File: src/rtl/bxx_resolve_unit_pkg.sv
// Shared constants and decode types for the branch-resolution unit.
// Also holds the core address width and the fixed instruction length.
package bxx_resolve_unit_pkg;

  localparam int ZCRV_ADDR_SIZE = 32;
  localparam int ZCRV_INSN_LEN  = 4;

  typedef enum logic [1:0] {
    CT_NONE,
    CT_BXX,
    CT_JALR
  } ct_kind_e;

endpackage

File: src/rtl/bxx_resolve_unit_fifo.sv
// Synchronous FIFO for predictor-training updates. Pointers carry a wrap bit.
// When the FIFO is full, a push and a pop in the same cycle are both accepted.
module zcrv_sync_fifo #(
  parameter int WIDTH = 8,
  parameter int DEPTH = 4
) (
  input  logic             clk,
  input  logic             rst_n,
  input  logic             push_i,
  input  logic             pop_i,
  input  logic [WIDTH-1:0] data_i,
  output logic             full_o,
  output logic             empty_o,
  output logic [WIDTH-1:0] head_o
);

  localparam int IDX_W = $clog2(DEPTH);
  localparam int PTR_W = IDX_W + 1;

  logic [WIDTH-1:0] mem_q [DEPTH];
  logic [PTR_W-1:0] wr_ptr_q, wr_ptr_d;
  logic [PTR_W-1:0] rd_ptr_q, rd_ptr_d;
  logic             push_ok, pop_ok;

  always_comb begin
    empty_o  = (wr_ptr_q == rd_ptr_q);
    full_o   = (wr_ptr_q[IDX_W-1:0] == rd_ptr_q[IDX_W-1:0]) &&
               (wr_ptr_q[IDX_W] != rd_ptr_q[IDX_W]);
    pop_ok   = pop_i && !empty_o;
    push_ok  = push_i && (!full_o || pop_ok);
    wr_ptr_d = wr_ptr_q + PTR_W'(push_ok);
    rd_ptr_d = rd_ptr_q + PTR_W'(pop_ok);
    // Zero the head while empty so stale storage never shows on the outputs.
    head_o   = empty_o ? '0 : mem_q[rd_ptr_q[IDX_W-1:0]];
  end

  // NOTE: state flops use non-blocking assignments so every flop samples pre-edge values.
  always_ff @(posedge clk or negedge rst_n) begin
    if (!rst_n) begin
      wr_ptr_q <= '0;
      rd_ptr_q <= '0;
    end else begin
      wr_ptr_q <= wr_ptr_d;
      rd_ptr_q <= rd_ptr_d;
    end
  end

  // NOTE: storage is not reset; resetting the pointers is enough to empty the queue.
  always_ff @(posedge clk) begin
    if (push_ok) mem_q[wr_ptr_q[IDX_W-1:0]] <= data_i;
  end

endmodule

File: src/rtl/bxx_resolve_unit.sv
// Branch/jalr resolution: checks each prediction and issues a registered flush.
// Queues predictor updates for the BPU and keeps saturating statistics counters.
module bxx_resolve_unit
  import bxx_resolve_unit_pkg::*;
#(
  parameter int ADDR_W     = ZCRV_ADDR_SIZE,
  parameter int FIFO_DEPTH = 4,
  parameter int CNT_W      = 16,
  parameter bit JALR_PRED  = 1'b0
) (
  input  logic              clk,
  input  logic              rst_n,
  input  logic              res_valid_i,
  input  logic              op_bxx_i,
  input  logic              op_jalr_i,
  input  logic              taken_i,
  input  logic              pre_taken_i,
  input  logic [ADDR_W-1:0] pc_i,
  input  logic [ADDR_W-1:0] dest_i,
  input  logic [ADDR_W-1:0] pre_dest_i,
  output logic              flush_o,
  output logic [ADDR_W-1:0] flush_pc_o,
  output logic              upd_valid_o,
  input  logic              upd_ready_i,
  output logic [ADDR_W-1:0] upd_pc_o,
  output logic              upd_taken_o,
  output logic [CNT_W-1:0]  bxx_cnt_o,
  output logic [CNT_W-1:0]  mis_cnt_o,
  output logic [CNT_W-1:0]  drop_cnt_o
);

  ct_kind_e          kind;
  logic              mispredict;
  logic [ADDR_W-1:0] redirect_pc;
  logic              flush_q, flush_d;
  logic [ADDR_W-1:0] flush_pc_q, flush_pc_d;
  logic [CNT_W-1:0]  bxx_cnt_q, bxx_cnt_d;
  logic [CNT_W-1:0]  mis_cnt_q, mis_cnt_d;
  logic [CNT_W-1:0]  drop_cnt_q, drop_cnt_d;
  logic              fifo_push, fifo_pop, fifo_full, fifo_empty, drop;

  function automatic logic [CNT_W-1:0] sat_inc(input logic [CNT_W-1:0] v, input logic en);
    return (en && (v != '1)) ? v + CNT_W'(1) : v;
  endfunction

  // NOTE: every signal gets a default first so no path through always_comb infers a latch.
  always_comb begin
    kind        = CT_NONE;
    mispredict  = 1'b0;
    redirect_pc = dest_i;
    if (res_valid_i) begin
      if (op_bxx_i)       kind = CT_BXX;   // bxx wins if both opcodes are flagged
      else if (op_jalr_i) kind = CT_JALR;
    end
    case (kind)
      CT_BXX: begin
        if (taken_i) begin
          mispredict = !pre_taken_i || (dest_i != pre_dest_i);
        end else begin
          mispredict  = pre_taken_i;
          redirect_pc = pc_i + ADDR_W'(ZCRV_INSN_LEN);
        end
      end
      CT_JALR: mispredict = !JALR_PRED || !pre_taken_i || (dest_i != pre_dest_i);
      default: ;
    endcase
  end

  always_comb begin
    fifo_pop   = !fifo_empty && upd_ready_i;
    fifo_push  = (kind == CT_BXX);
    drop       = fifo_push && fifo_full && !fifo_pop;
    flush_d    = mispredict;
    flush_pc_d = mispredict ? redirect_pc : flush_pc_q;
    bxx_cnt_d  = sat_inc(bxx_cnt_q, fifo_push);
    mis_cnt_d  = sat_inc(mis_cnt_q, mispredict);
    drop_cnt_d = sat_inc(drop_cnt_q, drop);
  end

  always_ff @(posedge clk or negedge rst_n) begin
    if (!rst_n) begin
      flush_q    <= 1'b0;
      flush_pc_q <= '0;
      bxx_cnt_q  <= '0;
      mis_cnt_q  <= '0;
      drop_cnt_q <= '0;
    end else begin
      flush_q    <= flush_d;
      flush_pc_q <= flush_pc_d;
      bxx_cnt_q  <= bxx_cnt_d;
      mis_cnt_q  <= mis_cnt_d;
      drop_cnt_q <= drop_cnt_d;
    end
  end

  zcrv_sync_fifo #(
    .WIDTH (ADDR_W + 1),
    .DEPTH (FIFO_DEPTH)
  ) u_upd_fifo (
    .clk     (clk),
    .rst_n   (rst_n),
    .push_i  (fifo_push),
    .pop_i   (fifo_pop),
    .data_i  ({pc_i, taken_i}),
    .full_o  (fifo_full),
    .empty_o (fifo_empty),
    .head_o  ({upd_pc_o, upd_taken_o})
  );

  assign upd_valid_o = !fifo_empty;
  assign flush_o     = flush_q;
  assign flush_pc_o  = flush_pc_q;
  assign bxx_cnt_o   = bxx_cnt_q;
  assign mis_cnt_o   = mis_cnt_q;
  assign drop_cnt_o  = drop_cnt_q;

endmodule

File: config.mk
export PLATFORM = sky130hd
export DESIGN_NAME = bxx_resolve_unit
export DESIGN_NICKNAME = d
export VERILOG_FILES = /design/src/rtl/bxx_resolve_unit_pkg.sv /design/src/rtl/bxx_resolve_unit_fifo.sv /design/src/rtl/bxx_resolve_unit.sv
export SDC_FILE = /design/constraint.sdc
export NUM_CORES = 1
export LEC_CHECK = 0
export BUFFER_PORTS_ARGS = -buffer_cell sky130_fd_sc_hd__buf_2
export CAP_MARGIN = 0
export CORE_ASPECT_RATIO = 1.1
export CORE_MARGIN = 4
export CORE_UTILIZATION = 55
export DETAILED_ROUTE_END_ITERATION = 12
export GPL_TIMING_DRIVEN = 1
export PLACE_DENSITY_LB_ADDON = 0.05
export SLEW_MARGIN = 10
export SYNTH_ARGS = -nofsm -noshare
export SYNTH_HDL_FRONTEND = slang
export SYNTH_SLANG_ARGS = --single-unit
File: constraint.sdc
create_clock -name clk -period 7.4 [get_ports clk]
set_input_delay 1.48 -clock clk [delete_from_list [all_inputs] [get_ports clk]]
set_output_delay 1.48 -clock clk [all_outputs]
set_load 0.05 [all_outputs]
==> impl_results.md, run 1 <==
- Status: completed
- Clock Latency Late Sink: 0.49 ns
- Chip height: 149 um
- Detailed Routing Iterations Pass 1: 4
- # IOs: 219
- RD Place Congestion: 0.824
- CP Launch Type: flop
- Switching power: 1940 uW
- Clock Pin Slew Worst Setup and Hold Paths: 0.06 ns
- Reg2reg start: u_upd_fifo.rd_ptr_q[0]$_DFF_PN0_
- Post-synthesis sequential area ratio: 62.0%
- Yosys reg bits: 219
- Row count: 51
- Fin. Hold Viols: 0
- Root buffer cell: clkbuf_16
- Port Buffers: 218
- Final WL: 24700 um
- Fill cell count: 1303
- Power density over cell area: 386 mW/mm^2
- Area occupied by multi-input gates: 0.00368 mm^2
- CTS resizes: 0
- Crit path cell chain: buf_4 -> xnor2_1 -> nand2_1 -> nor2_2 -> buf_4 -> nor2b_1 -> buf_2
- Register-to-register setup slack: 3.91 ns
- Hold Crit Start: bxx_cnt_o[6]$_DFFE_PN0P_
- Antenna violations before repair: 2
- Synthesized cell area: 0.00991 mm^2
- Hold-fix buffers, CTS: 0
- Main synth FF type: edfxtp_1
- Rel. slew slack: 20.4%
- Vias: 6563
- GRT Overall Usage: 24.5%
- Total CTS buffers: 22
- Post-route ant nets: 0
- Req. time, crit path: 5.92 ns
- Area contributors post-synth: edfxtp_1, dfrtp_1, mux4_2
- Top-count cell post-synth: edfxtp_1
- Starting Density: 56.1%
- Top post-synthesis cells by count: edfxtp_1, dfrtp_1, xor2_1
- Worst setup path startpoint: u_upd_fifo.rd_ptr_q[0]$_DFF_PN0_
- Worst setup EP type: output port
- Worst Skew: 0.0100 ns
- Vias per inst: 5.58
- Syn avg cell area: 14.2 um^2
- Storage element area: 0.00614 mm^2
- Placed Area: 0.0113 mm^2
- Setup TNS: 0 ns
- Starting DRC count in detailed routing: 390
- Core box area: 0.0177 mm^2
- Peak VDD IR: 0.283 mV
- Number of global-route vias before repair: 6814
- Cells after Synth: 697
- Slowest stage delay, CP: 0.68 ns
- Syn_nets: 809
- RSZ-0062 raised after global routing: false
- Net Sw Frac: 41.5%
- Overall Power: 4660 uW
- Post-CTS setup buffers: 0
- Logic pwr share: 40.7%
- CP max-delay cell: dfrtp_2
- Clock power frac: 24.6%
- Chip width: 136 um
- # DRC: 0
- Seq pwr share: 34.7%
- Pint: 2720 uW
- Max FO, Critical Path: 35
- Cell mode on critical path: buf_4
- HP Class: flop to flop
- Final non-filler cell area: 0.0121 mm^2
- Worst Tran Pin Value: 1.19 ns
- Clock sink total: 219
- CTS tree: yes
- Layout cells sized above 1: 36.2%
- Die ar.: 0.0202 mm^2
- Largest net degree at the start of global routing: 63
- CP delay by family, top: buffers and inverters
- CP arrival: 2.83 ns
- N_diodes: 0
- Netlist cell types: 37
- Max-cap violation count: 0
- Leading area contributor after synthesis: edfxtp_1
- WL/cell: 21.0 um
- Synth top area share: 40.0%
- Cell leakage power: 0.00496 uW
- Post-layout min period: 4.31 ns
- Smallest hold slack: 0.485 ns
- Fmax: 232 MHz
- Grt ovf: 0
- Post-synth EDFFs: 132
- Ys async rst share: 39.7%
- Layout area overhead: 21.7%
- Dpl hpwl: 17600 um
- CP Class: flop to output port
- Global-route wire length before repair: 37900 um
- Critical path buffers and inverters: 3
- Final max-slew violation count: 0
- Net count, final: 1035
- Final setup fails: 0
- Syn. warnings: 0
- Max clock buf depth: 3
- Final Cycle Share: 58.3%
- Htree depth: 1
## final timing paths
check	endpoint	depth (start not counted)
min in group asynchronous	mis_cnt_o[2]$_DFFE_PN0P_	1
worst max-delay path	upd_pc_o[9]	7
worst min register to register	bxx_cnt_o[6]$_DFFE_PN0P_	1
worst max register to register	u_upd_fifo.mem_q[0][15]$_DFFE_PP_	6
max in group asynchronous	u_upd_fifo.rd_ptr_q[0]$_DFF_PN0_	2
worst min-delay path	bxx_cnt_o[6]$_DFFE_PN0P_	1
## stage by stage
stage	std cells	setup WS, ns	util (%)
2_1_floorplan	697	2.50	-
3_3_place_gp	1137	3.39	63.9
3_5_place_dp	1137	3.28	63.9
4_1_cts	1177	3.01	68.3
5_1_grt	1177	2.80	68.3
6_report	1177	3.09	68.3
## per-layer routing
layer  GRT usage [%]  vias to the layer above  wire length, um
met3            6.21                       36             2170
li1                -                     3014                -
met5               0                        -               20
met4            5.90                        4              512
met2            40.6                      260            12100
met1            32.9                     3249             9870
## power by group through the flow
stage          combinational, uW  clock (uW)  sequential [uW]
3_3_place_gp                1900           0             1630
5_1_grt                     2010        1230             1640
4_1_cts                     1920        1170             1620
3_5_place_dp                1910           0             1640
6_report                    1890        1150             1620
2_1_floorplan               1210           0             1830
## kinds of logic after synthesis
kind of cell             Yosys count  share of synthesized area [%]
AO/OA/AOI/OAI                     40                           2.51
XOR/XNOR                         104                           9.19
adder cells (fa/ha/maj)            8                           1.01
buffers and inverters             30                           1.25
flip-flops                       219                           62.0
multiplexers                      72                           11.9
AND/OR/NAND/NOR                  224                           12.2
## cells in the final DEF, fill, tap and decap left out, types with 2 or more instances in the layout
master and n:
buf_4 8, nand4_2 2, clkbuf_16 24, xnor2_1 41
mux2_2 32, bufinv_16 2, xor2_1 63, buf_2 217
nand3_1 28, edfxtp_1 132, mux4_2 33, nand2_1 35
dfrtp_1 86, nor3_1 7, nor4_1 8, nor4_4 2
nor2_1 52, clkbuf_8 5, a21oi_1 33, mux2_1 2
mux2i_1 5, nor2b_1 35, clkinv_2 3, ha_1 8
a31oi_1 3, clkbuf_1 5, inv_1 7, nand4_1 19
nor2_4 3, and3_1 22
## cell type report
| type | count | share of cell area [%] |
|---|---|---|
| Inverter | 7 | 0.218 |
| Tap cell | 238 | 2.47 |
| Clock inverter | 6 | 0.653 |
| Clock buffer | 34 | 5.70 |
| Timing Repair Buffer | 225 | 9.50 |
| Sequential cell | 219 | 50.9 |
| Multi-Input combinational cell | 448 | 30.5 |
## state kept, by name, summed over array words and instances, names as in the netlist
name                 flops
mis_cnt_o               16
flush_pc_o              32
u_upd_fifo.mem_q       132
u_upd_fifo.rd_ptr_q      3
flush_o                  1
drop_cnt_o              16
u_upd_fifo.wr_ptr_q      3
bxx_cnt_o               16
Power figures use the tool's default switching activity.
==> run 2: changes to the inputs <==
==> constraint.sdc (replaced) <==
create_clock -name clk -period 4.52 [get_ports clk]
set_input_delay 0.904 -clock clk [delete_from_list [all_inputs] [get_ports clk]]
set_output_delay 0.904 -clock clk [all_outputs]
set_load 0.05 [all_outputs]
==> run 2 against run 1 <==
  * Critical path depth fell by 3
  * Die area stayed put
  * First-iteration DRC count is 18% higher
  * Largest cell class unchanged
==> impl_results.md, run 2 (synthesis gave the netlist of run 1 again) <==
- Number of global-route vias before repair: 6870
- Layout area overhead: 22.3%
- N_diodes: 0
- CTS resizes: 0
- CTS tree: yes
- Register-to-register setup slack: 1.51 ns
- Worst reg2reg endpoint: u_upd_fifo.mem_q[2][12]$_DFFE_PP_
- Reg2reg path depth: 6
- Fin. Hold Viols: 0
- HP Class: input port to asynchronous set/reset pin
- Fmax: 274 MHz
- # DRC: 0
- Most common cell after layout, fill and taps aside: buf_2
- Port Buffers: 218
- Max reg flops: 132
- Chip height: 149 um
- Max clock buf depth: 3
- Core box area: 0.0177 mm^2
- Max-cap violation count: 0
- RSZ-0062 raised after global routing: false
- Clock sink total: 219
- Die ar.: 0.0202 mm^2
- Clock Pin Slew Worst Setup and Hold Paths: 0.06 ns
- Net count, final: 1038
- Final max-slew violation count: 0
- # IOs: 219
- Final setup fails: 0
- Grt ovf: 0
- Starting DRC count in detailed routing: 462
- Status: completed
- Vias per inst: 5.66
- Worst setup path startpoint: u_upd_fifo.rd_ptr_q[0]$_DFF_PN0_
- Worst Tran Pin Value: 1.17 ns
- CP arrival: 2.75 ns
- Antenna violations before repair: 1
- Final Cycle Share: 80.9%
- Htree depth: 1
- Max FO, Critical Path: 21
- WL/cell: 21.4 um
- Layout cells sized above 1: 36.4%
- RD Place Congestion: 0.863
- Final WL: 25200 um
- Worst setup EP type: output port
- CP Class: flop to output port
- Reg2reg start: u_upd_fifo.rd_ptr_q[0]$_DFF_PN0_
- Req. time, crit path: 3.62 ns
- Power density over cell area: 634 mW/mm^2
- Commonest non-fill, non-tap cells in the layout: buf_2, edfxtp_1, dfrtp_1
- Dpl hpwl: 17800 um
- Row count: 51
- Hold-fix buffers, CTS: 0
- Total CTS buffers: 22
- GRT Overall Usage: 25.0%
- Clock Latency Late Sink: 0.50 ns
- Cell leakage power: 0.00497 uW
- Post-CTS setup buffers: 0
- Root buffer cell: clkbuf_16
- Vias: 6675
- Worst Skew: 0.0148 ns
- Post-route ant nets: 0
- CP Launch Type: flop
- Starting Density: 56.1%
- Rel. slew slack: 21.9%
- Post-layout min period: 3.66 ns
- Largest net degree at the start of global routing: 59
- Final Util: 68.5%
- Global-route wire length before repair: 38700 um
- Detailed Routing Iterations Pass 1: 4
- Peak VDD IR: 0.415 mV
- Chip width: 136 um
- Setup TNS: 0 ns
-- run 2: cell count changes in the layout (fill, tap and decap cells not counted) --
cell	previous run	this run
clkbuf_1	5	3
clkinvlp_4	0	2
clkinv_1	1	3
bufinv_16	2	3
clkinv_2	3	1
buf_12	0	2
buf_4	8	9
clkinv_4	0	1
clkbuf_16	24	23
clkbuf_8	5	4
-- run 2: report_power, final --
| part | switching (uW) | total [uW] | internal (uW) |
|---|---|---|---|
| clock network | 741 | 1910 | 1170 |
| registers | 234 | 2650 | 2420 |
| logic | 2230 | 3120 | 888 |
-- run 2: critical path, stage by stage (launching register included) --
cell and delay [ns]:
dfrtp_2 0.84, buf_4 0.44, mux4_2 0.55, nor2b_1 0.17, buf_2 0.24
-- run 2: how the worst max path moves through the flow --
stage | slack (ns) | endpoint
after global routing | 0.68 | upd_pc_o[2]
after CTS | 0.78 | upd_pc_o[2]
after floorplan | 0.19 | u_upd_fifo.mem_q[0][0]$_DFFE_PP_
after global placement | 1.07 | mis_cnt_o[1]$_DFFE_PN0P_
after detailed placement | 0.99 | mis_cnt_o[1]$_DFFE_PN0P_
final | 0.86 | upd_pc_o[2]
-- run 2: metal layers --
layer | global-route usage [%] | share of wire [%] | vias to the layer above
met5 | 0 | 0.048 | -
li1 | - | - | 3010
met1 | 33.7 | 40 | 3335
met3 | 6.01 | 8.5 | 47
met2 | 40.4 | 48 | 281
met4 | 7.96 | 2.9 | 2
-- run 2: cell type report --
type | count | area (um^2)
clock buffers | 30 | 642
repair buffers | 228 | 1190
well taps | 238 | 298
multi-input cells | 448 | 3680
flip-flops and latches | 219 | 6140
clock inverters | 10 | 130
fillers | 1321 | 5560
inverters | 7 | 26.3
-- run 2: stage by stage --
step	worst slack [ns]	area, um^2	instances	total power, uW	hold WS [ns]
5_1_grt	0.677	12100	1180	8000	0.505
2_1_floorplan	0.192	9910	697	4990	0.460
4_1_cts	0.782	12100	1180	7750	0.492
3_3_place_gp	1.07	11300	1140	5800	0.470
6_report	0.864	12100	1180	7680	0.484
3_5_place_dp	0.989	11300	1140	5840	0.479
==> run 3: changes to the inputs <==
--- a/config.mk
+++ b/config.mk
@@ -9,7 +9,7 @@
 export CAP_MARGIN = 0
 export CORE_ASPECT_RATIO = 1.1
 export CORE_MARGIN = 4
-export CORE_UTILIZATION = 55
+export CORE_UTILIZATION = 49
 export DETAILED_ROUTE_END_ITERATION = 12
 export GPL_TIMING_DRIVEN = 1
 export PLACE_DENSITY_LB_ADDON = 0.05
==> constraint.sdc (replaced) <==
create_clock -name clk -period 3.15 [get_ports clk]
set_input_delay 0.63 -clock clk [delete_from_list [all_inputs] [get_ports clk]]
set_output_delay 0.63 -clock clk [all_outputs]
set_load 0.05 [all_outputs]
==> run 3 against run 2 <==
  * Clock-buffer cell count up 4
  * Design area up 1.1%
  * Sequential power up 42%
  * Worst setup slack worse by 0.70 ns
  * Largest cell class unchanged
==> impl_results.md, run 3 (synthesis gave the netlist of run 1 again) <==
- Fin. Hold Viols: 0
- Die ar.: 0.0226 mm^2
- Setup TNS: 0 ns
- Net count, final: 1052
- Final setup fails: 0
- RD Place Congestion: 0.826
- Most common cell after layout, fill and taps aside: buf_2
- Max reg flops: 132
- Detailed Routing Iterations Pass 1: 4
- Final Util: 61.7%
- Post-CTS setup buffers: 0
- Post-route ant nets: 0
- Worst Tran Pin Value: 0.764 ns
- Port Buffers: 218
- Vias per inst: 5.47
- Global-route wire length before repair: 38300 um
- Max clock buf depth: 3
- RSZ-0062 raised after global routing: false
- WL/cell: 20.8 um
- GRT Overall Usage: 22.0%
- Commonest non-fill, non-tap cells in the layout: buf_2, edfxtp_1, dfrtp_1
- Starting Density: 49.9%
- Hold-fix buffers, CTS: 0
- Max-cap violation count: 0
- Chip height: 157 um
- Worst setup EP type: output port
- WP depth: 4
- Post-layout min period: 2.99 ns
- CP Launch Type: flop
- Power density over cell area: 902 mW/mm^2
- Reg2reg path depth: 6
- Req. time, crit path: 2.52 ns
- Total CTS buffers: 24
- CP delay by family, top: flip-flops
- # DRC: 0
- # IOs: 219
- Number of global-route vias before repair: 6874
- Met1 WL: 10200 um
- Critical path buffers and inverters: 2
- Met3 routed WL: 2120 um
- Largest net degree at the start of global routing: 51
- Crit path cell chain: buf_4 -> mux4_2 -> nor2b_1 -> buf_2
- Fmax: 334 MHz
- Htree depth: 1
- Slowest stage delay, CP: 0.63 ns
- Rel. slew slack: 49.1%
- Grt ovf: 0
- Met2 WL post-DR: 12200 um
- CP max-delay cell: dfrtp_2
- Cell leakage power: 0.00505 uW
- Peak VDD IR: 0.774 mV
- Worst Skew: 0.00651 ns
- Dpl hpwl: 18100 um
- Final max-slew violation count: 0
- Max FO, Critical Path: 12
- CTS tree: yes
- Layout area overhead: 23.6%
- CP arrival: 2.36 ns
- Status: completed
- Root buffer cell: clkbuf_16
- Final Cycle Share: 94.9%
- CTS resizes: 0
- Overall Power: 11100 uW
- Vias: 6613
- Final WL: 25100 um
- Clock sink total: 219
- Row count: 54
- Clock Pin Slew Worst Setup and Hold Paths: 0.06 ns
- Antenna violations before repair: 0
- Clock Latency Late Sink: 0.51 ns
- Layout cells sized above 1: 37.2%
- N_diodes: 0
- Starting DRC count in detailed routing: 340
- Core box area: 0.0199 mm^2
- Chip width: 144 um
- DR top layer: met4
- HP Class: input port to asynchronous set/reset pin
- CP Class: flop to output port
[run 3: cell count changes in the layout (fill, tap and decap cells not counted), moves of 2 or more]
cell,before,now
buf_12,2,5
clkbuf_1,3,8
bufinv_16,3,1
buf_4,9,18
clkbuf_8,4,1
clkbuf_16,23,25
clkinv_1,3,1
clkinv_2,1,6
[run 3: layout make-up]
| type | count | area (um^2) |
|---|---|---|
| fill | 1567 | 7610 |
| sequential | 219 | 6140 |
| multi-input combinational | 448 | 3700 |
| timing repair buffer | 240 | 1320 |
| clock buffer | 34 | 669 |
| tap | 252 | 315 |
| clock inverter | 10 | 80.1 |
| inverter | 7 | 26.3 |
[run 3: where the power goes]
group	switching [uW]	internal [uW]	total (uW)	leakage (uW)
logic	3300	1340	4650	0.00240
clock network	1080	1560	2650	0.000368
registers	291	3470	3760	0.00228
total	4680	6370	11100	0.00505
[run 3: layer usage]
layer	global-route usage, %	vias to the layer above
met5	0	-
met4	6.05	0
met3	5.53	36
met2	36.6	251
met1	29.1	3286
li1	-	3040
[run 3: worst paths after layout]
path / from / end / slack [ns]
worst min register to register: drop_cnt_o[15]$_DFFE_PN0P_ / drop_cnt_o[15]$_DFFE_PN0P_ / 0.49
worst max register to register: u_upd_fifo.rd_ptr_q[0]$_DFF_PN0_ / u_upd_fifo.mem_q[2][32]$_DFFE_PP_ / 0.62
worst max-delay path: u_upd_fifo.rd_ptr_q[0]$_DFF_PN0_ / upd_pc_o[15] / 0.16
worst min-delay path: rst_n / drop_cnt_o[3]$_DFFE_PN0P_ / 0.17
min in group clk: pc_i[0] / u_upd_fifo.mem_q[2][1]$_DFFE_PP_ / 0.37
max in group asynchronous: rst_n / flush_o$_DFF_PN0_ / 2.29
[run 3: metrics by stage]
stage	instance area [um^2]	std cells	hold WS, ns	setup slack, ns
floorplan	9910	697	0.334	0.156
global placement	11500	1166	0.473	0.189
detailed placement	11500	1166	0.477	0.128
CTS	12300	1210	0.184	0.0951
global route	12300	1210	0.223	0.0255
finish	12300	1210	0.174	0.160
